### config.mk
export PLATFORM = sky130hd
export DESIGN_NAME = fib_req_arbiter
export DESIGN_NICKNAME = d
export VERILOG_FILES = /design/src/rtl/fib_req_arbiter.sv
export SDC_FILE = /design/constraint.sdc
export NUM_CORES = 1
export LEC_CHECK = 0
export ABC_AREA = 1
export CORE_MARGIN = 2
export CORE_UTILIZATION = 30
export DETAILED_ROUTE_END_ITERATION = 10
export PLACE_DENSITY_LB_ADDON = 0.25
export SYNTH_ARGS = -nofsm -noshare
export SYNTH_HDL_FRONTEND = slang
export SYNTH_SLANG_ARGS = --single-unit
### constraint.sdc
create_clock -name Clk -period 2.9 [get_ports Clk]
set_clock_uncertainty 0.2 [all_clocks]
set_input_delay 0.58 -clock Clk [delete_from_list [all_inputs] [get_ports Clk]]
set_output_delay 0.58 -clock Clk [all_outputs]
set_load 0.1 [all_outputs]
### src/rtl/fib_req_arbiter.sv
// fib_req_arbiter: round-robin front end sharing one Fibonacci engine
// among N_REQ clients; each job resets, starts and awaits the engine.
module fib_req_arbiter #(
  parameter int N_REQ   = 4,
  parameter int WIDTH   = 10,
  parameter int TIMEOUT = 64
) (
  input  logic                   Clk,
  input  logic                   Rst,
  input  logic [N_REQ-1:0]       Req,
  input  logic [N_REQ*WIDTH-1:0] ReqNum,
  output logic [N_REQ-1:0]       Ack,
  output logic [N_REQ-1:0]       Grant,
  output logic [WIDTH-1:0]       RespResult,
  output logic                   RespErr,
  output logic                   Busy,
  output logic                   EngRst,
  output logic                   EngStart,
  output logic [WIDTH-1:0]       EngNumber,
  input  logic [WIDTH-1:0]       EngResult,
  input  logic                   EngDone
);

  localparam int SW = $clog2(N_REQ);
  localparam logic [7:0] TO_LAST = 8'(TIMEOUT - 1);

  typedef enum logic [2:0] {
    IDLE  = 3'd0,
    CLR   = 3'd1,
    START = 3'd2,
    WAIT  = 3'd3,
    RESP  = 3'd4
  } state_t;

  state_t        state;
  logic [SW-1:0] sel;
  logic [SW-1:0] last;
  logic [SW-1:0] win;
  logic [SW-1:0] cand;
  logic [SW:0]   nxt;
  logic          found;
  logic [7:0]    cnt;

  // first set request scanning upward from last+1, wrapping
  always_comb begin
    win   = '0;
    found = 1'b0;
    nxt   = '0;
    cand  = '0;
    for (int i = 0; i < N_REQ; i++) begin
      nxt = {1'b0, last} + (SW+1)'(i + 1);
      if (nxt >= (SW+1)'(N_REQ))
        nxt = nxt - (SW+1)'(N_REQ);
      cand = nxt[SW-1:0];
      if (!found && Req[cand]) begin
        found = 1'b1;
        win   = cand;
      end
    end
  end

  always_ff @(posedge Clk) begin
    if (Rst) begin
      state      <= IDLE;
      sel        <= '0;
      last       <= SW'(N_REQ - 1);
      cnt        <= '0;
      Ack        <= '0;
      Grant      <= '0;
      RespResult <= '0;
      RespErr    <= 1'b0;
      Busy       <= 1'b0;
      EngRst     <= 1'b1;
      EngStart   <= 1'b0;
      EngNumber  <= '0;
    end else begin
      Ack      <= '0;
      EngRst   <= 1'b0;
      EngStart <= 1'b0;
      case (state)
        IDLE: begin
          if (found) begin
            sel       <= win;
            Grant     <= N_REQ'(1) << win;
            EngNumber <= ReqNum[int'(win)*WIDTH +: WIDTH];
            Busy      <= 1'b1;
            EngRst    <= 1'b1;
            state     <= CLR;
          end
        end
        CLR: begin
          EngStart <= 1'b1;
          state    <= START;
        end
        START: begin
          cnt   <= '0;
          state <= WAIT;
        end
        WAIT: begin
          // Done takes priority over a timeout in the same cycle
          if (EngDone) begin
            RespResult <= EngResult;
            RespErr    <= 1'b0;
            Ack        <= Grant;
            state      <= RESP;
          end else if (cnt == TO_LAST) begin
            RespResult <= '0;
            RespErr    <= 1'b1;
            Ack        <= Grant;
            state      <= RESP;
          end else begin
            cnt <= cnt + 8'd1;
          end
        end
        RESP: begin
          last  <= sel;
          Grant <= '0;
          Busy  <= 1'b0;
          state <= IDLE;
        end
        default: begin
          Grant <= '0;
          Busy  <= 1'b0;
          state <= IDLE;
        end
      endcase
    end
  end

endmodule

# [After elaboration in Yosys (flattened, before gate mapping)]
# Cells that the tools add are included.
[word_totals] reg_bits=47 output_inout_bits=32
[op_classes] n_addsub=9 n_mul=1 n_lt_le_gt_ge=8 eq_ne=9 n_shift=2 mux=40 n_bitwise=2 reduce_logical=16
[op_table] operator="40-bit by 7-bit variable part select with 10-bit output" count=1
[op_table] operator="10-bit 2-to-1 mux" count=2
[op_table] operator="2-bit 2-to-1 mux" count=8
[op_table] operator="8-bit 2-to-1 mux" count=2
[op_table] operator="8-bit one-hot mux with 2 select lines" count=1
[op_table] operator="1-bit 2-to-1 mux" count=14
[op_table] operator="3-bit greater-or-equal comparator, second input constant" count=4
[op_table] operator="2-bit by 3-bit < comparator with 1-bit output, second input constant" count=4
[op_table] operator="4-bit 2-to-1 mux" count=3
[op_table] operator="3-bit one-hot mux with 4 select lines" count=1
[op_table] operator="3-bit 2-to-1 mux" count=3
[op_table] operator="8-bit by 1-bit adder with 8-bit output, second input constant" count=1
[op_table] operator="1-bit binary-select mux with 2-bit select" count=4
[op_table] operator="8-bit by 6-bit == test with 1-bit output, second input constant" count=1
[op_table] operator="4-bit one-hot mux with 2 select lines" count=1
[op_table] operator="2-bit AND reduction" count=4
[op_table] operator="2-bit by 1-bit subtractor with 2-bit output, second input constant" count=4
[op_table] operator="2-bit by 2-bit adder with 3-bit output, second input constant" count=2
[op_table] operator="3-bit by 2-bit == test with 1-bit output, second input constant" count=2
[op_table] operator="2-bit != test, second input constant" count=3
[op_table] operator="2-bit by 3-bit multiplier with 5-bit output, second input constant" count=1
[op_table] operator="2-bit nonzero test" count=2
[op_table] operator="1-bit by 2-bit << shifter with 4-bit output, first input constant" count=1
[op_table] operator="2-bit by 1-bit adder with 3-bit output, second input constant" count=1
[op_table] operator="other kinds (12)" count=17

# [Longest topological paths before layout]
# Gate-level depths: netlist of run 1.
[logic_depth] word_depth=18 depth_mapped=18

# [Worst setup path before layout of run 1]
# No wires, ideal clock.
[synth_path] path_type="input port to flip-flop" start="input port Req[1]" end="register Grant[1]" setup_ps=129 arrival_time_ps=1642 required_time_ps=2571 setup_slack_ps=929 cell_stages=14 n_path_buf=2 path_cell_list="inv_1 -> nand2_1 -> nand3_1 -> nand2_1 -> nor2_4 -> nand3_2 -> buf_6 -> nand2_2 -> inv_2 -> nand2_2 -> inv_2 -> buf_6 -> nand3_2 -> o31ai_1"
[synth_via] elab_chain_len=15
[synth_rtl] item="from (decl)" line_no="10" rtl="input logic [N_REQ-1:0] Req,"
[synth_rtl] item="1-bit binary-select mux with 2-bit select" line_no="55" rtl="if (!found && Req[cand]) begin"
[synth_rtl] item="1-bit 2-to-1 mux (implied by the code)" line_no="55"
[synth_rtl] item="1-bit 2-to-1 mux" line_no="55"
[synth_rtl] item="1-bit logical NOT" line_no="55"
[synth_rtl] item="1-bit logical AND" line_no="55"
[synth_rtl] item="1-bit 2-to-1 mux" line_no="55"
[synth_rtl] item="1-bit logical NOT" line_no="55"
[synth_rtl] item="1-bit logical AND" line_no="55"
[synth_rtl] item="1-bit 2-to-1 mux" line_no="55"
[synth_rtl] item="1-bit logical NOT" line_no="55"
[synth_rtl] item="1-bit logical AND" line_no="55"
[synth_rtl] item="2-bit 2-to-1 mux" line_no="55"
[synth_rtl] item="1-bit by 2-bit << shifter with 4-bit output" line_no="84" rtl="Grant <= N_REQ'(1) << win;"
[synth_rtl] item="4-bit 2-to-1 mux" line_no="82" rtl="if (found) begin"
[synth_rtl] item="4-bit one-hot mux with 2 select lines" line_no="80" rtl="case (state)"
[synth_rtl] item="to (signal assigned)" line_no="84"
[synth_rtl] item="to (decl)" line_no="13" rtl="output logic [N_REQ-1:0] Grant,"
# Parallel ways exist; a longest one is shown, timed or not. The select of a mux whose other input is x is not followed.
# A chain may end at the register's enable or synchronous reset.

# [Worst setup path after layout of run 1]
[layout_path] start="input port Req[3]" end="register EngNumber[1]"
[layout_via] elab_chain_len=14
[layout_rtl] item="1-bit binary-select mux with 2-bit select" line_no="55"
[layout_rtl] item="1-bit 2-to-1 mux (implied by the code)" line_no="55"
[layout_rtl] item="1-bit 2-to-1 mux" line_no="55"
[layout_rtl] item="1-bit logical NOT" line_no="55"
[layout_rtl] item="1-bit logical AND" line_no="55"
[layout_rtl] item="1-bit 2-to-1 mux" line_no="55"
[layout_rtl] item="1-bit logical NOT" line_no="55"
[layout_rtl] item="1-bit logical AND" line_no="55"
[layout_rtl] item="1-bit 2-to-1 mux" line_no="55"
[layout_rtl] item="1-bit logical NOT" line_no="55"
[layout_rtl] item="1-bit logical AND" line_no="55"
[layout_rtl] item="2-bit 2-to-1 mux" line_no="55"
[layout_rtl] item="2-bit by 3-bit multiplier with 5-bit output" line_no="85" rtl="EngNumber <= ReqNum[int'(win)*WIDTH +: WIDTH];"
[layout_rtl] item="40-bit by 7-bit variable part select with 10-bit output" line_no="85"
[layout_rtl] item="to (signal assigned)" line_no="85"
[layout_rtl] item="to (decl)" line_no="19" rtl="output logic [WIDTH-1:0] EngNumber,"
# Parallel ways exist; a longest one is shown, timed or not. The select of a mux whose other input is x is not followed.

==> out/results.ini, run 1 <==
[power_and_ir_drop]
p_leak_nw = 1.627
power.density_nw_per_um2 = 533.4
share_comb_of_total_power = 0.360
p_sw_w = 0.0007414
pwr-share-clk = 0.261
ir_worst_vdd_mv = 0.2734
seqPwrFrac = 0.379
intPower_w = 0.001153
swShare = 0.3913

[synth]
avgSynthCellArea_um2 = 6.758
synth_edf_count = 0
yosys.area.top_type = dfxtp_1
ys_warn_count = 0
ys_top_cells_by_area = dfxtp_1 (37%), nand2_1 (21%), nand3_1 (5.5%), inv_1 (4.3%), a21oi_1 (3.9%)
syn_area_um2 = 2561
yosys.area_share.simple = 0.4421
ys_async_sr_fraction = 0
postSynthCellCount = 379
synthTopCellsByCount = nand2_1 (142), dfxtp_1 (47), inv_1 (29)
synthFlopType = dfxtp_1
ys_types = 28
synth_compound_area_frac = 0.08451
synth.most_common_cell = nand2_1
yosysTopAreaCellShare = 0.3674
synthMuxAreaShare = 0
synth_nets = 437
synth_fa_ha_area_frac = 0.004885
ys_seq_area_frac = 0.3674
ys_seq_elements = 47
yosys.area_share.xor_xnor = 0.003420
synth_top_family_by_area = simple AND/OR/NAND/NOR gates

[routing]
vias_per_cell = 4.579
drtPass1Iterations = 4
vias = 2619
drc = 0
routed_wl_mm = 6.831
detail_route.wl_per_cell_um = 11.94
drt_iter0_drc = 77
ant_nets = 0

[floorplan]
num_rows = 33
ios = 89
fp.dieArea_um2 = 9292
die_y_um = 96.40
start_util = 0.3102
core_um2 = 8258
chipWidth_um = 96.40

[setup_path]
critPathLaunchType = input pin
crit_type = in2reg
crit_required_ns = 2.91
crit_path_max_fanout = 12
regToRegStartpoint = last[1]$_SDFFE_PP1N_
cp_data_arrival_time_ns = 2.47
critPathCaptureType = register
ff2ff_setup_slack_ns = 0.60
rr_endpoint = EngNumber[1]$_SDFFE_PP0P_
worst_r2r_path_depth = 15

[flow_run]
drv_cap = 0

[timing]
fin_crit_ns = 2.461
tightest_slew_ns = 0.7196
finalHoldViolCount = 0
worst_hold_slack_ns = 0.2548
setup_viol = 0
slew_violations = 0
slew-limit-headroom = 0.5185
fmax_mhz = 406.3
fin_crit_sh = 0.8487
setup_tns_ns = 0
grt_setup_unrepaired = false

[cts]
hold_buffers = 0
clkTransAtPathRegs_ns = 0.09
cts_tree = built
cts_resized = 0
clockBufferDepth = 2
numClockSinks = 47
htree_levels = 2
post-cts-setup-buffers = 0
clock-root-buffer = clkbuf_8
clkLatencyLatePin_ns = 0.30
cts_buffers = 5

[run_status]
status = complete, no violations

[global_route]
grt-ovfl-total = 0
grt_start_max_net_pins = 22
grt_usage = 0.1530
grt_pass1_wl_mm = 11.27
grt_pass1_vias = 2507
grt_antenna_before_repair = 0

[cells_and_area]
fillers = 901
num_antenna_cells = 0
drive_above_1_share = 0.1756
multi_input_area_um2 = 1370
stdcell_area_um2 = 3552
area_delta_synth_final_pct = 38.69
seqCellArea_um2 = 940.9
num-nets-final = 524

[hold_path]
min_from = cnt[4]$_SDFFE_PP0P_
hold_depth = 2
min_to = cnt[4]$_SDFFE_PP0P_
hp-class = reg2reg

[place]
port_buffers = 88
dp_hpwl_mm = 5.228
dpl_cell_area_um2 = 3437
place_congestion = 0.8598

layer usage:
metal / routed length (um) / vias up / track usage
met5: 0 / - / 0
met2: 3307 / 67 / 0.2749
li1: - / 1377 / -
met3: 571 / 2 / 0.04655
met1: 2940 / 1173 / 0.1823
met4: 11 / 0 / 0.02465
power by group through the flow:
stage	clock (W)	sequential, W	combinational, W
floorplan	0	0.000990	0.000242
global placement	0	0.000733	0.000683
detailed placement	0	0.000733	0.000687
CTS	0.000512	0.000719	0.000689
global route	0.000536	0.000723	0.000736
finish	0.000494	0.000718	0.000683
flip-flops by register name (all words and copies together), names as in the netlist, 2 cells and up:
signal	cells
cnt	8
EngNumber	10
Ack	4
state	3
RespResult	10
Grant	4
sel	2
last	2
cells by family (layout without fill, tap and decap cells):
group | count (synthesis) | count (layout)
AO/OA/AOI/OAI | 40 | 40
flip-flops | 47 | 47
XOR/XNOR | 1 | 1
AND/OR/NAND/NOR | 239 | 239
buffers and inverters | 51 | 139
adder cells (fa/ha/maj) | 1 | 1
layout by cell type (no fill, tap or decap):
master,synthesis,final
ha_1,1,1
clkinv_1,2,2
clkinv_2,1,1
clkinvlp_4,0,1
bufinv_16,0,1
nand2_2,13,13
clkdlybuf4s50_1,0,56
buf_4,5,36
o211ai_1,2,2
inv_1,29,29
inv_2,6,6
o31ai_1,4,4
nor2_8,1,1
nand4_1,8,8
a31oi_1,1,1
nor2_1,22,22
inv_6,0,1
clkbuf_8,0,5
nand2_1,142,142
o21ai_0,13,13
nand3_4,1,1
buf_12,1,1
xor2_1,1,1
nand3_2,6,6
a21oi_1,20,20
dfxtp_1,47,47
nor4_1,1,1
nand2_4,7,7
nor2_4,2,2
nor3_1,8,8
nand3_1,28,28
worst max-delay path, stage by stage:
cell,delay (ns)
clkdlybuf4s50_1,0.50
nand2_1,0.07
nand2_2,0.13
nand2_4,0.08
nand2_4,0.08
nor2_4,0.04
nand3_2,0.21
nand3_2,0.23
buf_12,0.20
nand2_1,0.05
nand2_1,0.05
nand2_1,0.05
nand2_1,0.08
nand2_1,0.06
nand2_1,0.05
how the worst max path moves through the flow:
stage                start  slack [ns]                   endpoint
floorplan           Req[1]        0.93      Grant[1]$_SDFFE_PP0P_
global placement    Req[1]        0.17  EngNumber[1]$_SDFFE_PP0P_
detailed placement  Req[3]         0.1  EngNumber[1]$_SDFFE_PP0P_
CTS                 Req[3]        0.43  EngNumber[1]$_SDFFE_PP0P_
global route        Req[0]        0.20  EngNumber[9]$_SDFFE_PP0P_
finish              Req[3]        0.44  EngNumber[1]$_SDFFE_PP0P_
per-stage QoR:
step | setup WS [ns] | power (W) | std cells | util
after floorplan | 0.9289 | 0.001232 | 379 | -
after global placement | 0.1705 | 0.001416 | 564 | 0.4162
after detailed placement | 0.09689 | 0.001420 | 564 | 0.4162
after CTS | 0.4294 | 0.001920 | 572 | 0.4302
after global routing | 0.1993 | 0.001995 | 572 | 0.4302
final | 0.4386 | 0.001895 | 572 | 0.4302
area by class of cell:
type / count / share of cell area
timing repair buffer: 93 / 0.2395
tap: 105 / 0.03698
sequential: 47 / 0.2649
clock buffer: 5 / 0.01937
multi-input combinational: 281 / 0.3857
inverter: 38 / 0.04051
clock inverter: 3 / 0.01303
Power figures use the tool's default switching activity.
==> run 2, diff against run 1 <==
clock period = 2.3 ns   (was 2.9 ns; I/O delays follow)
==> run 2 against run 1 <==
Effect of this change:
- worst hold slack got worse by 0.0032 ns
- cell count rose by 3.5%
- count of clock-buffer cells in the layout did not move
- sequential share of layout area fell by 1.4 points
- sequential power rose by 26%
- routed wire length fell by 0.73%
- design area rose by 5.5%
- highest routed layer unchanged
==> out/results.ini, run 2 (synthesized netlist as in run 1, its figures left out) <==
[run_status]
status = complete, no violations

[global_route]
grt_pass1_vias = 2507
grt-ovfl-total = 0
grt_antenna_before_repair = 0
grt_start_max_net_pins = 17
grt_pass1_wl_mm = 10.88
grt_usage = 0.1468

[place]
dp_hpwl_mm = 5.344
dp.cells = 584
port_buffers = 88
place_congestion = 0.7928
dpl_cell_area_um2 = 3625
pre_cts_slack_ns = -0.1843

[cells_and_area]
num_antenna_cells = 0
drive_above_1_share = 0.2115
stdcell_area_um2 = 3746
final_cell_mix = nand2_1 (142), clkdlybuf4s50_1 (56), buf_4 (53)
area_delta_synth_final_pct = 46.26
final_cell_count_no_fill = 592
reg_top3 = EngNumber (10), RespResult (10), cnt (8)
num-nets-final = 544
final_common_cell = nand2_1

[setup_path]
crit_path_max_fanout = 9
cp_data_arrival_time_ns = 2.15
cp_common_cell = nand2_1
critPathCaptureType = register
crit_type = in2reg
slowest_delay_ns = 0.51
critPathLaunchType = input pin
cpMaxStageDelayCell = clkdlybuf4s50_1
path_buf_inv = 2
crit_required_ns = 2.30
critPathTopFamily = simple AND/OR/NAND/NOR gates
critical_path.cell_chain = clkdlybuf4s50_1 -> nand2_1 -> nand3_1 -> nand2_1 -> nor2_1 -> nand2_1 -> nand2_1 -> nand3_2 -> buf_12 -> nand2_1 -> nand2_1 -> nand2_1 -> nand2_1

[routing]
vias = 2592
drt_iter0_drc = 103
detail_route.wl_per_cell_um = 11.45
drtPass1Iterations = 4
vias_per_cell = 4.378
drc = 0
ant_nets = 0
routed_wl_mm = 6.781

[cts]
hold_buffers = 0
cts_tree = built
clkLatencyLatePin_ns = 0.30
cts_resized = 0
clockBufferDepth = 2
clkTransAtPathRegs_ns = 0.09
clock-root-buffer = clkbuf_8
numClockSinks = 47
htree_levels = 2
post-cts-setup-buffers = 0
cts_buffers = 5

[floorplan]
chipWidth_um = 96.40
num_rows = 33
start_util = 0.3102
core_um2 = 8258
die_y_um = 96.40
fp.dieArea_um2 = 9292
ios = 89

[timing]
fin_ws_ns = 0.1491
tightest_slew_ns = 0.4193
fin_crit_sh = 0.9352
grt_setup_unrepaired = false
setup_tns_ns = 0
worst_hold_slack_ns = 0.2517
finalHoldViolCount = 0
fin_crit_ns = 2.151
fmax_mhz = 464.9
slew_violations = 0
slew-limit-headroom = 0.7183
setup_viol = 0

[flow_run]
drv_cap = 0

[hold_path]
hp-class = reg2reg

[power_and_ir_drop]
ir_worst_vdd_mv = 0.3450
power.density_nw_per_um2 = 652.6
p_leak_nw = 1.733

## run 2: stage by stage
stage                       util  power [W]
after floorplan                -   0.001553
after global placement    0.4389   0.001850
after detailed placement  0.4389   0.001854
after CTS                 0.4529   0.002476
after global routing      0.4536   0.002582
final                     0.4536   0.002445
## run 2: area by class of cell
cell class	instances	area (um2)
Inverter	38	150.1
Fill cell	866	4512
Sequential cell	47	940.9
Clock buffer	5	68.82
Clock inverter	3	46.29
Tap cell	105	131.4
Multi-Input combinational cell	281	1370
Timing Repair Buffer	113	1039
## run 2: worst min-delay path: cells and delay by family (launching register included)
family | cells | cell delay, ns
flops | 1 | 0.32
buf+inv | 1 | 0.05
compound gates | 1 | 0.05
## run 2: where the power goes
group          switching, W  leakage [nW]  internal (W)
clock network      0.000284        0.0548      0.000327
registers         0.0000345         0.383      0.000871
logic              0.000619          1.30      0.000308
## run 2: final timing paths
| check | startpoint | to | slack [ns] | cells after the start |
|---|---|---|---|---|
| min | cnt[4]$_SDFFE_PP0P_ | cnt[4]$_SDFFE_PP0P_ | 0.25 | 2 |
| min reg2reg | cnt[4]$_SDFFE_PP0P_ | cnt[4]$_SDFFE_PP0P_ | 0.25 | 2 |
| max | Req[0] | EngNumber[9]$_SDFFE_PP0P_ | 0.15 | 13 |
| max reg2reg | last[1]$_SDFFE_PP1N_ | EngNumber[9]$_SDFFE_PP0P_ | 0.17 | 14 |
## run 2: routing by layer
metal	global-route usage	wire, um	share of wire
met5	0	0	0
met4	0.03052	48	0.0071
met3	0.03724	463	0.068
met2	0.2616	3193	0.47
met1	0.1786	3076	0.45
